## config.mk

```make
export PLATFORM = sky130hd
export DESIGN_NAME = aes_clock_controller_flat
export DESIGN_NICKNAME = d
export VERILOG_FILES = /design/src/rtl/aes_clock_controller_if.sv /design/src/rtl/aes_clock_controller.sv /design/src/flat_wrapper.sv
export SDC_FILE = /design/constraint.sdc
export NUM_CORES = 1
export LEC_CHECK = 0
export ABC_AREA = 1
export CELL_PAD_IN_SITES_DETAIL_PLACEMENT = 2
export CELL_PAD_IN_SITES_GLOBAL_PLACEMENT = 2
export CORE_UTILIZATION = 32
export DETAILED_ROUTE_END_ITERATION = 6
export GPL_ROUTABILITY_DRIVEN = 0
export HOLD_SLACK_MARGIN = 0.08
export MAX_ROUTING_LAYER = met4
export PLACE_DENSITY_LB_ADDON = 0.2
export SYNTH_ARGS = -nofsm -noshare
export SYNTH_HDL_FRONTEND = slang
export SYNTH_SLANG_ARGS = --single-unit
```

## constraint.sdc

```tcl
create_clock -name clock -period 2.2 [get_ports clock]
set_input_delay 0.66 -clock clock [delete_from_list [all_inputs] [get_ports clock]]
set_output_delay 0.66 -clock clock [all_outputs]
set_load 0.01 [all_outputs]
```

## src/rtl/aes_clock_controller_if.sv

```systemverilog
// Run/halt handshake and clock-enable outputs of the AES clock controller.
// The requester (sequencer or bench) holds the master side; the controller
// holds the slave side.
interface aes_clock_controller_if #(
   parameter int DIV_WIDTH = 8
);
   logic [DIV_WIDTH-1:0] div_ratio;
   logic                 run_req;
   logic                 halt_req;
   logic                 core_reset_n;
   logic                 clk_en;
   logic                 ready;
   logic                 busy;
   logic [15:0]          tick_count;

   modport master (
      output div_ratio, run_req, halt_req,
      input  core_reset_n, clk_en, ready, busy, tick_count
   );

   modport slave (
      input  div_ratio, run_req, halt_req,
      output core_reset_n, clk_en, ready, busy, tick_count
   );
endinterface

```

## src/rtl/aes_clock_controller.sv

```systemverilog
// Clock/reset sequencer for the AES core. It synchronizes the board reset,
// then stretches it by HOLD_CYCLES. After that it issues a programmable-rate,
// one-cycle clk_en pulse train under a run/halt handshake, so the datapath
// advances at a fraction of clock without a second clock domain.
module aes_clock_controller #(
   parameter int SYNC_STAGES = 2,
   parameter int HOLD_CYCLES = 16,
   parameter int DIV_WIDTH   = 8
) (
   input logic                   clock,
   input logic                   reset,
   aes_clock_controller_if.slave ctrl
);

   localparam int HOLD_W = (HOLD_CYCLES < 2) ? 1 : $clog2(HOLD_CYCLES + 1);
   localparam logic [HOLD_W-1:0] HOLD_LAST = HOLD_W'(HOLD_CYCLES - 1);
   localparam logic [15:0] TICK_MAX = 16'hFFFF;

   typedef enum logic [1:0] {
      ST_HOLD = 2'd0,
      ST_IDLE = 2'd1,
      ST_RUN  = 2'd2
   } state_t;

   state_t                 state;
   logic [SYNC_STAGES-1:0] sync_q;
   logic                   sync_rst_n;
   logic [HOLD_W-1:0]      hold_cnt;
   logic [DIV_WIDTH-1:0]   div_cnt;
   logic [DIV_WIDTH-1:0]   ratio_q;
   logic                   halt_pending;
   logic                   core_reset_n_q;
   logic                   clk_en_q;
   logic                   ready_q;
   logic                   busy_q;
   logic [15:0]            tick_q;

   // Reset synchronizer: ones shift in after release, zeros load at once on assert.
   // NOTE: assertion is asynchronous so the core is stopped even without a
   // running clock; release goes through the chain so every flop leaves reset
   // on the same edge.
   always_ff @(posedge clock or negedge reset) begin
      if (!reset) begin
         sync_q <= '0;
      end else begin
         // NOTE: non-blocking assignment for all state so every flop samples
         // pre-edge values regardless of statement order.
         sync_q <= {sync_q[SYNC_STAGES-2:0], 1'b1};
      end
   end

   assign sync_rst_n = sync_q[SYNC_STAGES-1];

   // Sequencer FSM: reset stretch, run/halt handshake, divider and pulse counter.
   always_ff @(posedge clock or negedge reset) begin
      if (!reset) begin
         state          <= ST_HOLD;
         hold_cnt       <= '0;
         div_cnt        <= '0;
         ratio_q        <= '0;
         halt_pending   <= 1'b0;
         core_reset_n_q <= 1'b0;
         clk_en_q       <= 1'b0;
         ready_q        <= 1'b0;
         busy_q         <= 1'b0;
         tick_q         <= '0;
      end else begin
         case (state)
            ST_HOLD: begin
               // Count only once the synchronized reset has released.
               if (sync_rst_n) begin
                  if (hold_cnt == HOLD_LAST) begin
                     state          <= ST_IDLE;
                     core_reset_n_q <= 1'b1;
                     ready_q        <= 1'b1;
                  end else begin
                     hold_cnt <= hold_cnt + 1'b1;
                  end
               end
            end

            ST_IDLE: begin
               // Halt has priority over a simultaneous run request.
               if (ctrl.run_req && !ctrl.halt_req) begin
                  state        <= ST_RUN;
                  ready_q      <= 1'b0;
                  busy_q       <= 1'b1;
                  div_cnt      <= '0;
                  ratio_q      <= ctrl.div_ratio;
                  tick_q       <= '0;
                  halt_pending <= 1'b0;
               end
            end

            ST_RUN: begin
               if (ctrl.halt_req) begin
                  halt_pending <= 1'b1;
               end

               if (clk_en_q && halt_pending) begin
                  // The pulse now ending was the last one owed to the halt.
                  state    <= ST_IDLE;
                  ready_q  <= 1'b1;
                  busy_q   <= 1'b0;
                  clk_en_q <= 1'b0;
                  div_cnt  <= '0;
               end else if (div_cnt == ratio_q) begin
                  // Period boundary: emit a pulse and pick up any new ratio.
                  clk_en_q <= 1'b1;
                  div_cnt  <= '0;
                  ratio_q  <= ctrl.div_ratio;
                  if (tick_q != TICK_MAX) begin
                     tick_q <= tick_q + 16'd1;
                  end
               end else begin
                  clk_en_q <= 1'b0;
                  div_cnt  <= div_cnt + 1'b1;
               end
            end

            default: begin
               state          <= ST_HOLD;
               core_reset_n_q <= 1'b0;
               clk_en_q       <= 1'b0;
               ready_q        <= 1'b0;
               busy_q         <= 1'b0;
            end
         endcase
      end
   end

   assign ctrl.core_reset_n = core_reset_n_q;
   assign ctrl.clk_en       = clk_en_q;
   assign ctrl.ready        = ready_q;
   assign ctrl.busy         = busy_q;
   assign ctrl.tick_count   = tick_q;

endmodule

```

## src/flat_wrapper.sv

```systemverilog
// flat-port wrapper written by rule: the top's interface ports become plain ports
module aes_clock_controller_flat 
#(
   parameter int SYNC_STAGES = 2,
   parameter int HOLD_CYCLES = 16,
   parameter int DIV_WIDTH   = 8
)
  (clock, reset, ctrl_div_ratio, ctrl_run_req, ctrl_halt_req, ctrl_core_reset_n, ctrl_clk_en, ctrl_ready, ctrl_busy, ctrl_tick_count);
  aes_clock_controller_if #(.DIV_WIDTH(DIV_WIDTH)) ctrl_i ();
  input logic clock;
  input logic reset;
  input wire logic [$bits(ctrl_i.div_ratio)-1:0] ctrl_div_ratio;
  input wire logic [$bits(ctrl_i.run_req)-1:0] ctrl_run_req;
  input wire logic [$bits(ctrl_i.halt_req)-1:0] ctrl_halt_req;
  output wire logic [$bits(ctrl_i.core_reset_n)-1:0] ctrl_core_reset_n;
  output wire logic [$bits(ctrl_i.clk_en)-1:0] ctrl_clk_en;
  output wire logic [$bits(ctrl_i.ready)-1:0] ctrl_ready;
  output wire logic [$bits(ctrl_i.busy)-1:0] ctrl_busy;
  output wire logic [$bits(ctrl_i.tick_count)-1:0] ctrl_tick_count;
  assign ctrl_i.div_ratio = ctrl_div_ratio;
  assign ctrl_i.run_req = ctrl_run_req;
  assign ctrl_i.halt_req = ctrl_halt_req;
  assign ctrl_core_reset_n = ctrl_i.core_reset_n;
  assign ctrl_clk_en = ctrl_i.clk_en;
  assign ctrl_ready = ctrl_i.ready;
  assign ctrl_busy = ctrl_i.busy;
  assign ctrl_tick_count = ctrl_i.tick_count;
  aes_clock_controller #(.SYNC_STAGES(SYNC_STAGES), .HOLD_CYCLES(HOLD_CYCLES), .DIV_WIDTH(DIV_WIDTH)) u_core (.clock(clock), .reset(reset), .ctrl(ctrl_i));
endmodule
```

After elaboration in Yosys (flattened, before gate mapping). Cells that the tools add are included.

Add/subtract/negate cells: 3. Multiply operators: 0. Divide/modulo/power cells: 0. Magnitude comparators: 0. Eq/ne operators: 13. Shift operators: 0. Muxes and demuxes: 32. Bitwise operators: 3. Reduce and logical (&&, ||, !) cells: 15.

Operator list (number): $mux 16 (4); $mux 8 (6); $pmux 16 s2 (1); $pmux 8 s2 (2); $add 16x1->16 const B (1); $ne 16x16->1 const B (1); $ne 2x1->1 const B (6); $reduce_and 3->1 (4); $mux 1 (9); $add 8x1->8 const B (1); $eq 8x8->1 (1); $mux 2 (4); $reduce_and 4->1 (2); $pmux 1 s2 (3); $pmux 1 s3 (2); $pmux 2 s3 (1); $add 5x1->5 const B (1); $eq 5x4->1 const B (1); $reduce_and 5->1 (1); $ne 2x2->1 const B (2); $reduce_or 2->1 (2); $not 1->1 (3); $eq 2x1->1 const B (1); $eq 2x2->1 const B (1); other kinds (5) (6).

Register bits after elaboration: 46. Bits in latches: 0. Bits in writable memories: 0. ROM bits: 0. Input port bits: 12. Output and inout bits: 20. Word-level logic and storage cells: 77. Memories: 0.

Longest topological paths before layout.
Depth in word-level cells: 5. Mapped depth: 11. Gate-level depth less buffers: 10.

Worst setup path before layout. OpenSTA, ideal clock, no wires.

Path type: register to register. From: reg u_core.ctrl.ready (netlist name). To: reg u_core.div_cnt[4]. Setup time: 119 ps. Arrival time: 1557 ps. Data required time: 2081 ps. Slack: 524 ps. Stages on the path, launching flop included: 10. Buffers on the path: 1. Period minus slack after synthesis: 1676 ps. Cells stage by stage: dfrtp_1 > inv_1 > ha_1 > buf_2 > o21ai_1 > inv_2 > nand2_1 > nor2_1 > a21oi_1 > nor2_1.

RTL lines: end signal: assignment (line aes_clock_controller.sv:117) `div_cnt <= div_cnt + 1'b1;`; end: declaration (line aes_clock_controller.sv:29) `logic [DIV_WIDTH-1:0] div_cnt;`.

Final worst setup path.
From: reg u_core.tick_q[7], in the netlist u_core.ctrl.tick_count[7]. To: out ctrl_tick_count[7].

RTL lines: start: declaration (line aes_clock_controller.sv:36) `logic [15:0] tick_q;`; start signal: assignment (line aes_clock_controller.sv:113) `tick_q <= tick_q + 16'd1;`; end: declaration (line flat_wrapper.sv:19) `output wire logic [$bits(ctrl_i.tick_count)-1:0] ctrl_tick_count;`.

No word-level cell between the ends.

==> metrics <==
area of the multi-input gates=1290 sq um; endpoint class of the critical path=output port; worst skew pair latency=310 ps; CP delay by family, top=buffers and inverters; CTS max path bufs=2; multiplexer share of the synthesized area=0.436%; Logic pwr share=49.0%; period utilization=92.2%; CTS tree=done; most frequent cells in the layout=nand2_1 (120), dfrtp_1 (45), nor2_1 (44), nand3_1 (39), inv_1 (31); Setup CP Type=reg2out; status=complete, no violations; fill count=945; global-route wire length before repair=13,000 um; Crit Path Max Fanout=6; WP data required=1540 ps; sequential-to-total area share from yosys stat=43.6%; Layout Area Growth over Synthesis=22.0%; GR Util met1=roughly 25%; XOR/XNOR Fraction of Synth Area=4.07%; Rows=32; antenna violations before repair=0; core area=7770 sq um; Flop pwr share=34.5%; TritonRoute pass-1 iters=4; Tmin final=2030 ps; Die X=91.9 um; Synth area leaders=dfrtp_1 (44%), nand2_1 (17%), nand3_1 (7.6%); drt via density=just under 5; Simple-Gate Fraction of Synth Area=35.7%; aggregate global-route resource usage=around a fifth; setup TNS=0 ps; Clock Power Share=16.5%; Synthesized Nets=371; Sink Count=45; root cell of the clock tree=clkbuf_8; Critical Path Source Type=flip-flop; Buf+Inv Stages, Crit Path=1; Die Y=91.9 um; Starting DRT DRC Count=59; final hold vios=0; CP Data Arrival Time=between 1000 and 1500 ps; die area=8440 sq um; switching share of total power=46.0%; top-area cell type share of the netlist area=43.6%; Most Crowded Layer GR=met2; DRC=0; I/O Buffers=31; Pint=1860 uW; Hold-fix buffers, CTS=0; Cell Chain, Critical Path=clkdlybuf4s50_1; pwr/cell area=1090 nW/um^2; clock slew at reported path FFs=90 ps; Max Fclk=0.493 GHz; Detailed Place HPWL=5470 um; Min-Delay Path Class=in2async; WL per Instance=about 15 um; Max stage delay on crit path=approximately 580 ps; max-slew violations=0; largest family of logic cells by synthesized area=simple AND/OR/NAND/NOR gates; #FFs+latches synth=45; Compound-Gate Fraction of Synth Area=under 10%; Placed Instance Area=3060 sq um; Adder-Cell Fraction of Synth Area=3.39%; skew final=roughly 9.3 ps; Peak VDD IR=0.000519 V; Seq. cell area=~1100 sq um; Crit Reg-Reg Endpoint=u_core.ratio_q[7]$_DFFE_PN0P_; Netlist cell types=27; fin nets=411; Switch Pwr=1590 uW; final setup vio count=0; layout cell share with drive strength beyond 1=7.38%; commonest non-fill, non-tap cell in the layout=nand2_1; met3 Usage GRT=3.23%; largest net degree at the start of global routing=46; Syn Area/Cell=7.34 sq um; Total Wirelength=7500 um; max-cap violations=0; Ports=32; RR Startpoint=u_core.state[1]$_DFFE_PN0P_; origin of the worst setup path=u_core.ctrl.tick_count[7]$_DFFE_PN0P_; vias in the first global route=2,680; leakage=0.00145 uW; flop2flop setup slack=approximately 400 ps; starting density of the core=33.3%; reg2reg path depth=8; cell taking the most area after synthesis=dfrtp_1; GR Overflow Total=0; CTS buffer count=5; met2 Track Usage GR=34.4%; Critical-path top delay cell=clkdlybuf4s50_1; RSZ-0062 raised after global routing=no; antenna-violating nets left=0; Final Cell Area=3150 sq um; vias=between 2,000 and 2,500; post-CTS sizing=0; antenna cell count=0; yosys warns=0; Synth Cell Area=approximately 2600 sq um; Mapped Cells=352; H-tree Lvls=2; Setup Buffers After CTS=0
registers in the layout, summed over array words and instances, names as in the netlist:
signal                    count
u_core.ctrl.tick_count       16
u_core.div_cnt                8
u_core.ratio_q                8
u_core.hold_cnt               5
u_core.sync_q                 2
u_core.ctrl.busy              1
u_core.ctrl.clk_en            1
u_core.ctrl.core_reset_n      1
u_core.ctrl.ready             1
u_core.halt_pending           1
u_core.state                  1
cell usage after synthesis:
cell      number
a21oi_1       13
a31oi_1        1
buf_1          1
buf_2          5
buf_6          1
conb_1         1
dfrtp_1       45
ha_1           7
inv_1         31
inv_2          2
mux2_2         1
nand2_1      120
nand2_2        1
nand3_1       39
nand3_2        1
nand3_4        1
nand4_1        1
nor2_1        44
nor2_2         1
nor2_4         4
nor3_1         4
o21ai_0       11
o21ai_1        1
o21bai_1       2
o22a_1         2
xnor2_1        5
xor2_1         7
metrics by stage:
stage / setup WS, ps / hold WS, ps / total power, uW / instances / utilization, %
2_1_floorplan: 524 / 331 / 2290 / 352 / -
3_3_place_gp: 39.0 / 334 / 2860 / 487 / 39.4
3_5_place_dp: -66.8 / 349 / 2940 / 487 / 39.4
4_1_cts: 142 / 320 / 3540 / 495 / 40.6
5_1_grt: 112 / 330 / 3760 / 495 / 40.6
6_report: 172 / 322 / 3450 / 495 / 40.6
how the worst max path moves through the flow:
stage,depth (start not counted),endpoint
5_1_grt,1,ctrl_tick_count[7]
6_report,1,ctrl_tick_count[7]
3_3_place_gp,9,u_core.ratio_q[1]$_DFFE_PN0P_
4_1_cts,1,ctrl_tick_count[7]
3_5_place_dp,9,u_core.ratio_q[0]$_DFFE_PN0P_
2_1_floorplan,9,u_core.div_cnt[4]$_DFFE_PN0P_
cells by family (layout without fill, tap and decap cells):
logic type,Yosys count,in the layout
simple gates,216,216
buf+inv,40,81
fa+ha+maj,7,7
flops,45,45
other cells,1,1
xor+xnor,12,12
mux,1,1
compound gates,30,30
layer usage:
layer  vias to the layer above  wire length, um
met5                         -                0
met2                        24             3620
met3                         6              176
li1                       1184                -
met1                      1224             3640
met4                         0               66
power by group through the flow:
stage          registers [uW]  logic, uW  clock network [uW]
2_1_floorplan            1180       1110                   0
3_3_place_gp             1200       1660                   0
3_5_place_dp             1210       1720                   0
4_1_cts                  1200       1740                 605
5_1_grt                  1220       1920                 617
6_report                 1190       1690                 569
cell type report:
type                            count  area share, %
Clock buffer                        6           2.62
Timing Repair Buffer               40           12.2
Clock inverter                      2          0.437
Tap cell                          102           4.05
Inverter                           33           3.93
Sequential cell                    45           35.7
Multi-Input combinational cell    267           41.0
(Power assumes the default switching activity.)
